<file path="src/rtl/acknak_gen.sv">
// ---------------------------------------------------------------------------
// acknak_gen
//   Receive-side data-link ACK/NAK generator. Each received TLP is classified
//   against NEXT_RCV_SEQ (NRS) and its LCRC status. Good TLPs are forwarded and
//   acknowledged in coalesced batches. Duplicates force an ACK. Bad or
//   out-of-sequence TLPs schedule a single NAK. The NAK is re-armed only after
//   the next good TLP. A timer forces an ACK when good TLPs wait too long.
//
// Ports
//   clk           in   1      system clock, rising edge
//   reset         in   1      asynchronous, active-high reset
//   tlp_valid     in   1      one-cycle strobe: TLP fully received
//   tlp_seq       in   SEQ_W  sequence number of that TLP
//   tlp_crc_ok    in   1      LCRC of that TLP passed
//   tlp_accept    out  1      registered pulse: TLP forwarded upstream
//   acknak_valid  out  1      ACK/NAK request valid
//   acknak_rdy    in   1      transmitter takes the request
//   acknak_o      out  2      01 = ACK, 10 = NAK, 00 when not valid
//   acknak_seq    out  SEQ_W  NRS-1 captured when the request was raised
//   next_rcv_seq  out  SEQ_W  current NEXT_RCV_SEQ
//   nak_sched     out  1      NAK_SCHEDULED flag
// ---------------------------------------------------------------------------
module acknak_gen #(
  parameter int SEQ_W        = 12,
  parameter int ACK_COALESCE = 4,
  parameter int ACK_TIMEOUT  = 64,
  parameter int TIMER_W      = 8
) (
  input  logic             clk,
  input  logic             reset,
  input  logic             tlp_valid,
  input  logic [SEQ_W-1:0] tlp_seq,
  input  logic             tlp_crc_ok,
  output logic             tlp_accept,
  output logic             acknak_valid,
  input  logic             acknak_rdy,
  output logic [1:0]       acknak_o,
  output logic [SEQ_W-1:0] acknak_seq,
  output logic [SEQ_W-1:0] next_rcv_seq,
  output logic             nak_sched
);

  // Pending count only needs to reach ACK_COALESCE; a wider counter that
  // saturates keeps the batch test simple when the transmitter stalls.
  localparam int PEND_W = 8;

  typedef enum logic [1:0] {
    ST_IDLE    = 2'd0,
    ST_ACK_REQ = 2'd1,
    ST_NAK_REQ = 2'd2
  } state_t;

  state_t            r_state;
  state_t            w_state_nxt;
  logic [SEQ_W-1:0]  r_nrs;
  logic [SEQ_W-1:0]  w_nrs_nxt;
  logic [SEQ_W-1:0]  w_dist;
  logic [SEQ_W-1:0]  r_acknak_seq;
  logic [SEQ_W-1:0]  w_acknak_seq_nxt;
  logic [PEND_W-1:0] r_pending;
  logic [PEND_W-1:0] w_pending_nxt;
  logic [TIMER_W-1:0] r_timer;
  logic [TIMER_W-1:0] w_timer_nxt;
  logic              r_nak_pend;
  logic              w_nak_pend_nxt;
  logic              r_nak_sched;
  logic              w_nak_sched_nxt;
  logic              r_ack_force;
  logic              w_ack_force_nxt;
  logic              r_accept;
  logic              w_good;
  logic              w_dup;
  logic              w_nak_cond;
  logic              w_ack_taken;
  logic              w_nak_taken;
  logic              w_ack_due;

  // Distance behind NRS, modulo 2^SEQ_W. Zero is the expected TLP; the lower
  // half of the ring (excluding zero) is already-received traffic.
  assign w_dist     = r_nrs - tlp_seq;
  assign w_good     = tlp_valid & tlp_crc_ok & (w_dist == '0);
  assign w_dup      = tlp_valid & tlp_crc_ok & (w_dist != '0) & ~w_dist[SEQ_W-1];
  // Bad CRC or out-of-sequence; only the first one after a good TLP counts.
  assign w_nak_cond = tlp_valid & ~(w_good | w_dup) & ~r_nak_sched;

  assign w_ack_taken = (r_state == ST_ACK_REQ) & acknak_rdy;
  assign w_nak_taken = (r_state == ST_NAK_REQ) & acknak_rdy;

  // Link-state updates. Everything here is the value after this cycle's TLP,
  // so a request raised this cycle already reflects it.
  always_comb begin
    // NOTE: every combinational output gets a default first so no path can
    // leave it unassigned and infer a latch.
    w_nrs_nxt       = r_nrs;
    w_pending_nxt   = r_pending;
    w_timer_nxt     = r_timer;
    w_nak_pend_nxt  = r_nak_pend;
    w_nak_sched_nxt = r_nak_sched;
    w_ack_force_nxt = r_ack_force;

    if (w_good) begin
      w_nrs_nxt = r_nrs + SEQ_W'(1);
    end

    // A NAK acknowledges NRS-1 as well, so it retires the whole batch.
    if (w_nak_taken) begin
      w_pending_nxt = '0;
    end else if (w_ack_taken) begin
      w_pending_nxt = w_good ? PEND_W'(1) : '0;
    end else if (w_good && (r_pending != '1)) begin
      w_pending_nxt = r_pending + PEND_W'(1);
    end

    if (w_ack_taken || w_nak_taken) begin
      w_timer_nxt = '0;
    end else if ((r_state == ST_IDLE) && (r_pending != '0) &&
                 (r_timer != TIMER_W'(ACK_TIMEOUT))) begin
      w_timer_nxt = r_timer + TIMER_W'(1);
    end

    // A fresh NAK condition wins over the clear of the one being taken.
    w_nak_pend_nxt  = (r_nak_pend & ~w_nak_taken) | w_nak_cond;
    w_ack_force_nxt = (r_ack_force & ~w_ack_taken) | w_dup;

    if (w_good) begin
      w_nak_sched_nxt = 1'b0;
    end else if (w_nak_cond) begin
      w_nak_sched_nxt = 1'b1;
    end
  end

  assign w_ack_due = (w_pending_nxt >= PEND_W'(ACK_COALESCE)) || w_ack_force_nxt ||
                     ((w_pending_nxt != '0) && (w_timer_nxt == TIMER_W'(ACK_TIMEOUT)));

  // Request FSM: next state and the captured AckNak sequence number.
  always_comb begin
    w_state_nxt      = r_state;
    w_acknak_seq_nxt = r_acknak_seq;
    case (r_state)
      ST_IDLE: begin
        if (w_nak_pend_nxt) begin
          w_state_nxt      = ST_NAK_REQ;
          w_acknak_seq_nxt = w_nrs_nxt - SEQ_W'(1);
        end else if (w_ack_due) begin
          w_state_nxt      = ST_ACK_REQ;
          w_acknak_seq_nxt = w_nrs_nxt - SEQ_W'(1);
        end
      end
      ST_ACK_REQ, ST_NAK_REQ: begin
        if (acknak_rdy) begin
          w_state_nxt = ST_IDLE;
        end
      end
      default: w_state_nxt = ST_IDLE;
    endcase
  end

  always_ff @(posedge clk or posedge reset) begin
    if (reset) begin
      r_state      <= ST_IDLE;
      r_nrs        <= '0;
      r_acknak_seq <= '0;
      r_pending    <= '0;
      r_timer      <= '0;
      r_nak_pend   <= 1'b0;
      r_nak_sched  <= 1'b0;
      r_ack_force  <= 1'b0;
      r_accept     <= 1'b0;
    end else begin
      // NOTE: non-blocking assignments so every register samples the
      // pre-edge values, independent of statement order.
      r_state      <= w_state_nxt;
      r_nrs        <= w_nrs_nxt;
      r_acknak_seq <= w_acknak_seq_nxt;
      r_pending    <= w_pending_nxt;
      r_timer      <= w_timer_nxt;
      r_nak_pend   <= w_nak_pend_nxt;
      r_nak_sched  <= w_nak_sched_nxt;
      r_ack_force  <= w_ack_force_nxt;
      r_accept     <= w_good;
    end
  end

  // Valid and code come straight from the state register, so an asynchronous
  // reset drops a request in flight immediately.
  assign acknak_valid = (r_state != ST_IDLE);
  assign acknak_o     = {r_state == ST_NAK_REQ, r_state == ST_ACK_REQ};
  assign acknak_seq   = r_acknak_seq;
  assign next_rcv_seq = r_nrs;
  assign nak_sched    = r_nak_sched;
  assign tlp_accept   = r_accept;

endmodule

</file>
<file path="config.mk">
export PLATFORM = sky130hd
export DESIGN_NAME = acknak_gen
export DESIGN_NICKNAME = d
export VERILOG_FILES = /design/src/rtl/acknak_gen.sv
export SDC_FILE = /design/constraint.sdc
export NUM_CORES = 1
export LEC_CHECK = 0
export ABC_CLOCK_PERIOD_IN_PS = 6410
export CAP_MARGIN = 20
export CORE_UTILIZATION = 55
export CTS_CLUSTER_SIZE = 20
export DETAILED_ROUTE_END_ITERATION = 8
export PLACE_DENSITY = 0.77
export SLEW_MARGIN = 20
export SYNTH_ARGS = -nofsm -noshare
export SYNTH_HDL_FRONTEND = slang
export SYNTH_SLANG_ARGS = --single-unit
</file>
<file path="constraint.sdc">
create_clock -name clk -period 6.41 [get_ports clk]
set_clock_uncertainty 0.1 [all_clocks]
set_input_delay 1.282 -clock clk [delete_from_list [all_inputs] [get_ports clk]]
set_output_delay 1.282 -clock clk [all_outputs]
set_load 0.005 [all_outputs]
</file>
Word-level counts from Yosys, hierarchy flattened
Index checks and enable logic that the tools add are counted.
Widths: inputs -> output; s select.
{ "classes": {"n_addsub": 5, "order_cmp": 1, "eq_ne": 7, "n_mux": 15, "bitwise_logic": 18, "n_reduce_logical": 18} }
{ "ops": {"columns": ["operator", "n"], "rows": [
  ["$mux 8", 5],
  ["$mux 12", 3],
  ["$add 8x1->8 const B", 2],
  ["$reduce_bool 8->1", 2],
  ["$add 12x1->12 const B", 1],
  ["$logic_not 12->1", 1],
  ["$reduce_bool 12->1", 1],
  ["$sub 12x1->12 const B", 1],
  ["$sub 12x12->12", 1],
  ["$and 1x1->1", 10],
  ["$eq 8x7->1 const B", 1],
  ["$ge 8x3->1 const B", 1],
  ["$ne 8x7->1 const B", 1],
  ["$ne 8x8->1 const B", 1],
  ["$mux 2", 3],
  ["$reduce_bool 2->1", 3],
  ["$not 1->1", 5],
  ["$logic_and 1x1->1", 4],
  ["$pmux 2 s2", 1],
  ["$reduce_and 2->1", 2],
  ["$logic_or 1x1->1", 3],
  ["$mux 1", 3],
  ["$ne 3x3->1 const B", 1],
  ["$or 1x1->1", 3],
  ["5 further kinds", 5]
]} }
{ "totals": {"register_bits": 46, "out_inout_bits": 29} }

Logic depth before layout (Yosys ltp)
{ "depth": {"depth_word": 13, "depth_mapped": 17} }

Least setup slack after synthesis
No wires, ideal clock.
{ "synth_path": {"path_type": "input port to flip-flop", "from": "in tlp_seq[5]", "to": "reg r_acknak_seq[2], in the netlist acknak_seq[2]", "setup_ns": 0.127, "arrival_ns": 4.389, "path_slack_ns": 1.793, "cell_stages": 14, "n_path_buf": 1, "cell_sequence": "inv_1 ha_1 a21o_1 a21o_1 a211o_1 nor4_4 nand4_2 nor3_4 and3_1 a311oi_1 nor4b_2 nand2b_4 buf_4 mux2_1"} }
{ "synth_via": {"elab_chain_cells": 12} }
{ "synth_rtl": {"columns": ["element", "line_no", "text"], "rows": [
  ["start: declaration", "32", "input logic [SEQ_W-1:0] tlp_seq,"],
  ["$sub 12x12->12 (*)", "80", "assign w_dist = r_nrs - tlp_seq;"],
  ["$logic_not 12->1", "81", "assign w_good = tlp_valid & tlp_crc_ok & (w_dist == '0);"],
  ["$and 1x1->1", "81", null],
  ["$logic_and 1x1->1", "110", "end else if (w_good && (r_pending != '1)) begin"],
  ["$mux 8", "110", null],
  ["$mux 8", "108", "end else if (w_ack_taken) begin"],
  ["$mux 8", "106", "if (w_nak_taken) begin"],
  ["$ge 8x3->1 or $reduce_bool 8->1 (tied branches)", "132, 133", null],
  ["$logic_or 1x1->1 or $logic_and 1x1->1 (tied branches)", "132, 133", null],
  ["$logic_or 1x1->1", "132", "assign w_ack_due = (w_pending_nxt >= PEND_W'(ACK_COALESCE)) || w_ack_force_nxt ||"],
  ["$reduce_bool 2->1 (no line)", null, null],
  ["$reduce_and 2->1 (no line)", null, null],
  ["end signal: assignment", "174", "r_acknak_seq <= w_acknak_seq_nxt;"],
  ["end: declaration", "58", "logic [SEQ_W-1:0] r_acknak_seq;"]
]} }
Every way passes the cells marked *; elsewhere a longest branch is shown, timed or not. The select of a mux whose other input is x is not followed.
A chain may end at the register's enable or synchronous reset.

Final worst setup path
{ "layout_path": {"from": "in tlp_seq[4]", "to": "reg r_acknak_seq[6], in the netlist acknak_seq[6]"} }
The elaborated chain is that of the path after synthesis.

==> flow_summary.json <==
{
  "status": "finished, final reports clean",
  "worst_pin_slew_ns": 0.9824,
  "synthFlopType": "dfrtp_1",
  "cellPowerDensity_mw_per_mm2": 199.5,
  "cp_slowest_stage_delay_ns": 0.46,
  "fin_nets": 501,
  "ys_warn_count": 0,
  "synth_seq_cells": 46,
  "async_flop_share": 1.000,
  "hpwl_um": 7002,
  "synth-seq-area-share": 0.3177,
  "path_class": "in -> reg",
  "cp.arrival_ns": 5.33,
  "synth_common_cells": "dfrtp_1, nor2_1, inv_1",
  "fillCellCount": 520,
  "power.internal_uw": 584.3,
  "postRouteWirelength_um": 9244,
  "hold_start": "r_ack_force",
  "drt-wirelength-per-cell_um": 17.09,
  "hp-class": "reg -> reg",
  "drv_slew": 0,
  "yosysMostFrequentCell": "dfrtp_1",
  "ys_top_cells_by_area": "dfrtp_1, ha_1, xnor2_1, nor2_1, inv_1",
  "rows": 29,
  "hold_path_end": "r_ack_force",
  "path_cells": "clkdlybuf4s50_1 > inv_1 > ha_1 > inv_1 > nor2_2 > o31ai_1 > a2111oi_4 > nand4_2 > nor3_4 > and3_1 > a311oi_1 > nor4b_2 > buf_4 > nand2b_4 > mux2_2",
  "rrSetupSlack_ns": 2.04,
  "path_max_fanout": 12,
  "synth_area_leader_cell": "dfrtp_1",
  "firstDrtPassIters": 5,
  "r2r-end": "acknak_seq[6]",
  "worst-r2r-cell-count": 13,
  "clkSlewWorstSetupHoldPaths_ns": 0.09,
  "die-area_mm2": 0.006916,
  "sequentialPowerShare": 0.402,
  "finalSetupTns_ns": 0,
  "clkLatencyLatePin_ns": 0.30,
  "drc": 0,
  "drive_above_1_share": 0.08836,
  "hold_depth": 2,
  "vdd_ir_drop_max_uv": 209.0,
  "viasPerCell": 6.237,
  "dr_total_vias": 3374,
  "place_ws_ns": 0.9231,
  "combPwrFrac": 0.339,
  "power_frac_clock": 0.260,
  "rsz0062_at_grt": "false",
  "finalCriticalPeriod_ns": 5.248,
  "first_iter_violations": 229,
  "fp.dieH_um": 83.17,
  "worstSetupEndpointType": "register",
  "cts_tree": "done",
  "crit_path_start_kind": "input pin",
  "holdBufCountCts": 0,
  "hold_viol_final": 0,
  "cpMaxStageDelayCell": "nor3_4",
  "gp_congestion": 0.9117,
  "grt_start_max_net_pins": 47,
  "antenna_left": 0,
  "die_w_um": 83.17,
  "antenna_found_initial": 0,
  "max_cap_viol_count": 0,
  "setup_viol": 0,
  "clkSinkCount": 46,
  "grt_pass1_wl_um": 15210,
  "portBuffers": 45,
  "max_slew_margin": 0.3281,
  "fmax_mhz": 190.5,
  "required_ns": 6.49,
  "synth_edf_count": 0,
  "synth_top_area_frac": 0.3177,
  "synth.avg_cell_area_um2": 8.627,
  "cts_resized": 0,
  "synth_nets": 457,
  "min_period_over_period": 0.8187,
  "setup_slack_ns": 1.162,
  "core-area_mm2": 0.006350,
  "grt_overflow": 0,
  "power.switching_uw": 265.1,
  "post_cts_buffers": 0,
  "swShare": 0.3121,
  "ioPinCount": 46,
  "h-tree-depth": 2,
  "cts_root_buf": "clkbuf_8",
  "first_global_vias": 3179,
  "yosysUniqueCellTypes": 77,
  "initial_core_util": 0.5706,
  "grt.total_usage": 0.2711,
  "path_common_cell": "inv_1",
  "r2r_start": "next_rcv_seq[4]",
  "synth_area_mm2": 0.003623,
  "antennaDiodeCount": 0,
  "clock_path_buffers": 2,
  "synthCells": 420,
  "syn2layout_area_growth_pct": 17.47,
  "cts_buffers": 5,
  "leakagePower_nw": 1.845
}
## state kept, by name (all words and copies together), names as in the netlist
register / cells
acknak_seq: 12
nak_sched: 1
next_rcv_seq: 12
r_ack_force: 1
r_nak_pend: 1
r_pending: 8
r_state: 2
r_timer: 8
tlp_accept: 1
## power by group through the flow
| stage | Combinational (mW) | Sequential (mW) | Clock [mW] |
|---|---|---|---|
| after floorplan | 0.182 | 0.346 | 0 |
| after global placement | 0.279 | 0.346 | 0 |
| after detailed placement | 0.283 | 0.346 | 0 |
| after CTS | 0.285 | 0.341 | 0.226 |
| after global routing | 0.322 | 0.344 | 0.235 |
| final | 0.288 | 0.341 | 0.221 |
## layout make-up
type / instances / area (µm²) / area share
multi-input combinational: 329 / 2283 / 0.5364
sequential: 46 / 1151 / 0.2704
timing repair buffer: 48 / 485.5 / 0.1141
inverter: 34 / 127.6 / 0.02998
tap: 77 / 96.34 / 0.02263
clock buffer: 6 / 82.58 / 0.01940
clock inverter: 1 / 30.03 / 0.007055
## cells by family (layout without fill, tap and decap cells)
family | after synthesis | count (layout) | synth area share
adder cells (fa/ha/maj) | 20 | 20 | 0.06906
XOR/XNOR | 37 | 37 | 0.08943
AND/OR/NAND/NOR | 166 | 166 | 0.2531
multiplexers | 12 | 12 | 0.03488
flip-flops | 46 | 46 | 0.3177
buffers and inverters | 45 | 89 | 0.05214
AO/OA/AOI/OAI | 94 | 94 | 0.1837
## placed cells by master, fill, tap and decap left out, types with 3 or more instances in the layout
cell type / count
a311oi_1: 4
ha_1: 20
nand2_1: 32
inv_1: 32
o21ai_1: 4
a211oi_1: 3
xnor2_1: 25
xor2_1: 12
dfrtp_1: 46
clkbuf_8: 6
nand2b_1: 5
a31oi_1: 4
nor2_1: 44
and3_1: 6
nor3_1: 11
mux2i_1: 7
mux2_1: 3
o31ai_1: 5
nand3_1: 23
a21oi_2: 3
o22ai_1: 3
a21oi_1: 19
o21ai_0: 20
nor4_1: 5
or2_2: 3
nand4_1: 7
or3_1: 6
a21o_1: 4
clkdlybuf4s50_1: 45
## per-layer routing
metal,GRT usage,part of all wire,up-vias
met5,0,0,-
met4,0.07524,0.014,0
met3,0.04374,0.062,20
met2,0.4449,0.48,160
met1,0.3712,0.45,1595
li1,-,-,1599
## worst max-delay path by stage
stage                     to  startpoint  slack (ns)  depth (start not counted)
6_report       acknak_seq[6]  tlp_seq[4]        1.16                         15
5_1_grt        acknak_seq[5]  tlp_seq[4]        0.92                         15
4_1_cts        acknak_seq[6]  tlp_seq[4]        1.20                         15
3_5_place_dp   acknak_seq[5]  tlp_seq[5]        0.92                         15
3_3_place_gp   acknak_seq[5]  tlp_seq[4]         1.0                         15
2_1_floorplan  acknak_seq[2]  tlp_seq[5]        1.79                         14
## stage by stage
stage            util  instance area, µm²  power (mW)  hold WS [ns]  instances
6_report       0.6703                4257      0.8494        0.3916        541
5_1_grt        0.6703                4257      0.9017        0.4343        541
4_1_cts        0.6672                4237      0.8517        0.3922        540
3_5_place_dp   0.6495                4124      0.6291        0.3722        533
3_3_place_gp   0.6495                4124      0.6245        0.3864        533
2_1_floorplan       -                3623      0.5280        0.3496        420
## worst max-delay path, delay by kind of cell
kind,cells,cell delay [ns]
AOI/OAI and AO/OA,3,0.73
adders and majority gates,1,0.41
buffers and inverters,4,0.80
muxes,1,0.35
and+or+nand+nor,6,1.76
(Power assumes the default switching activity.)
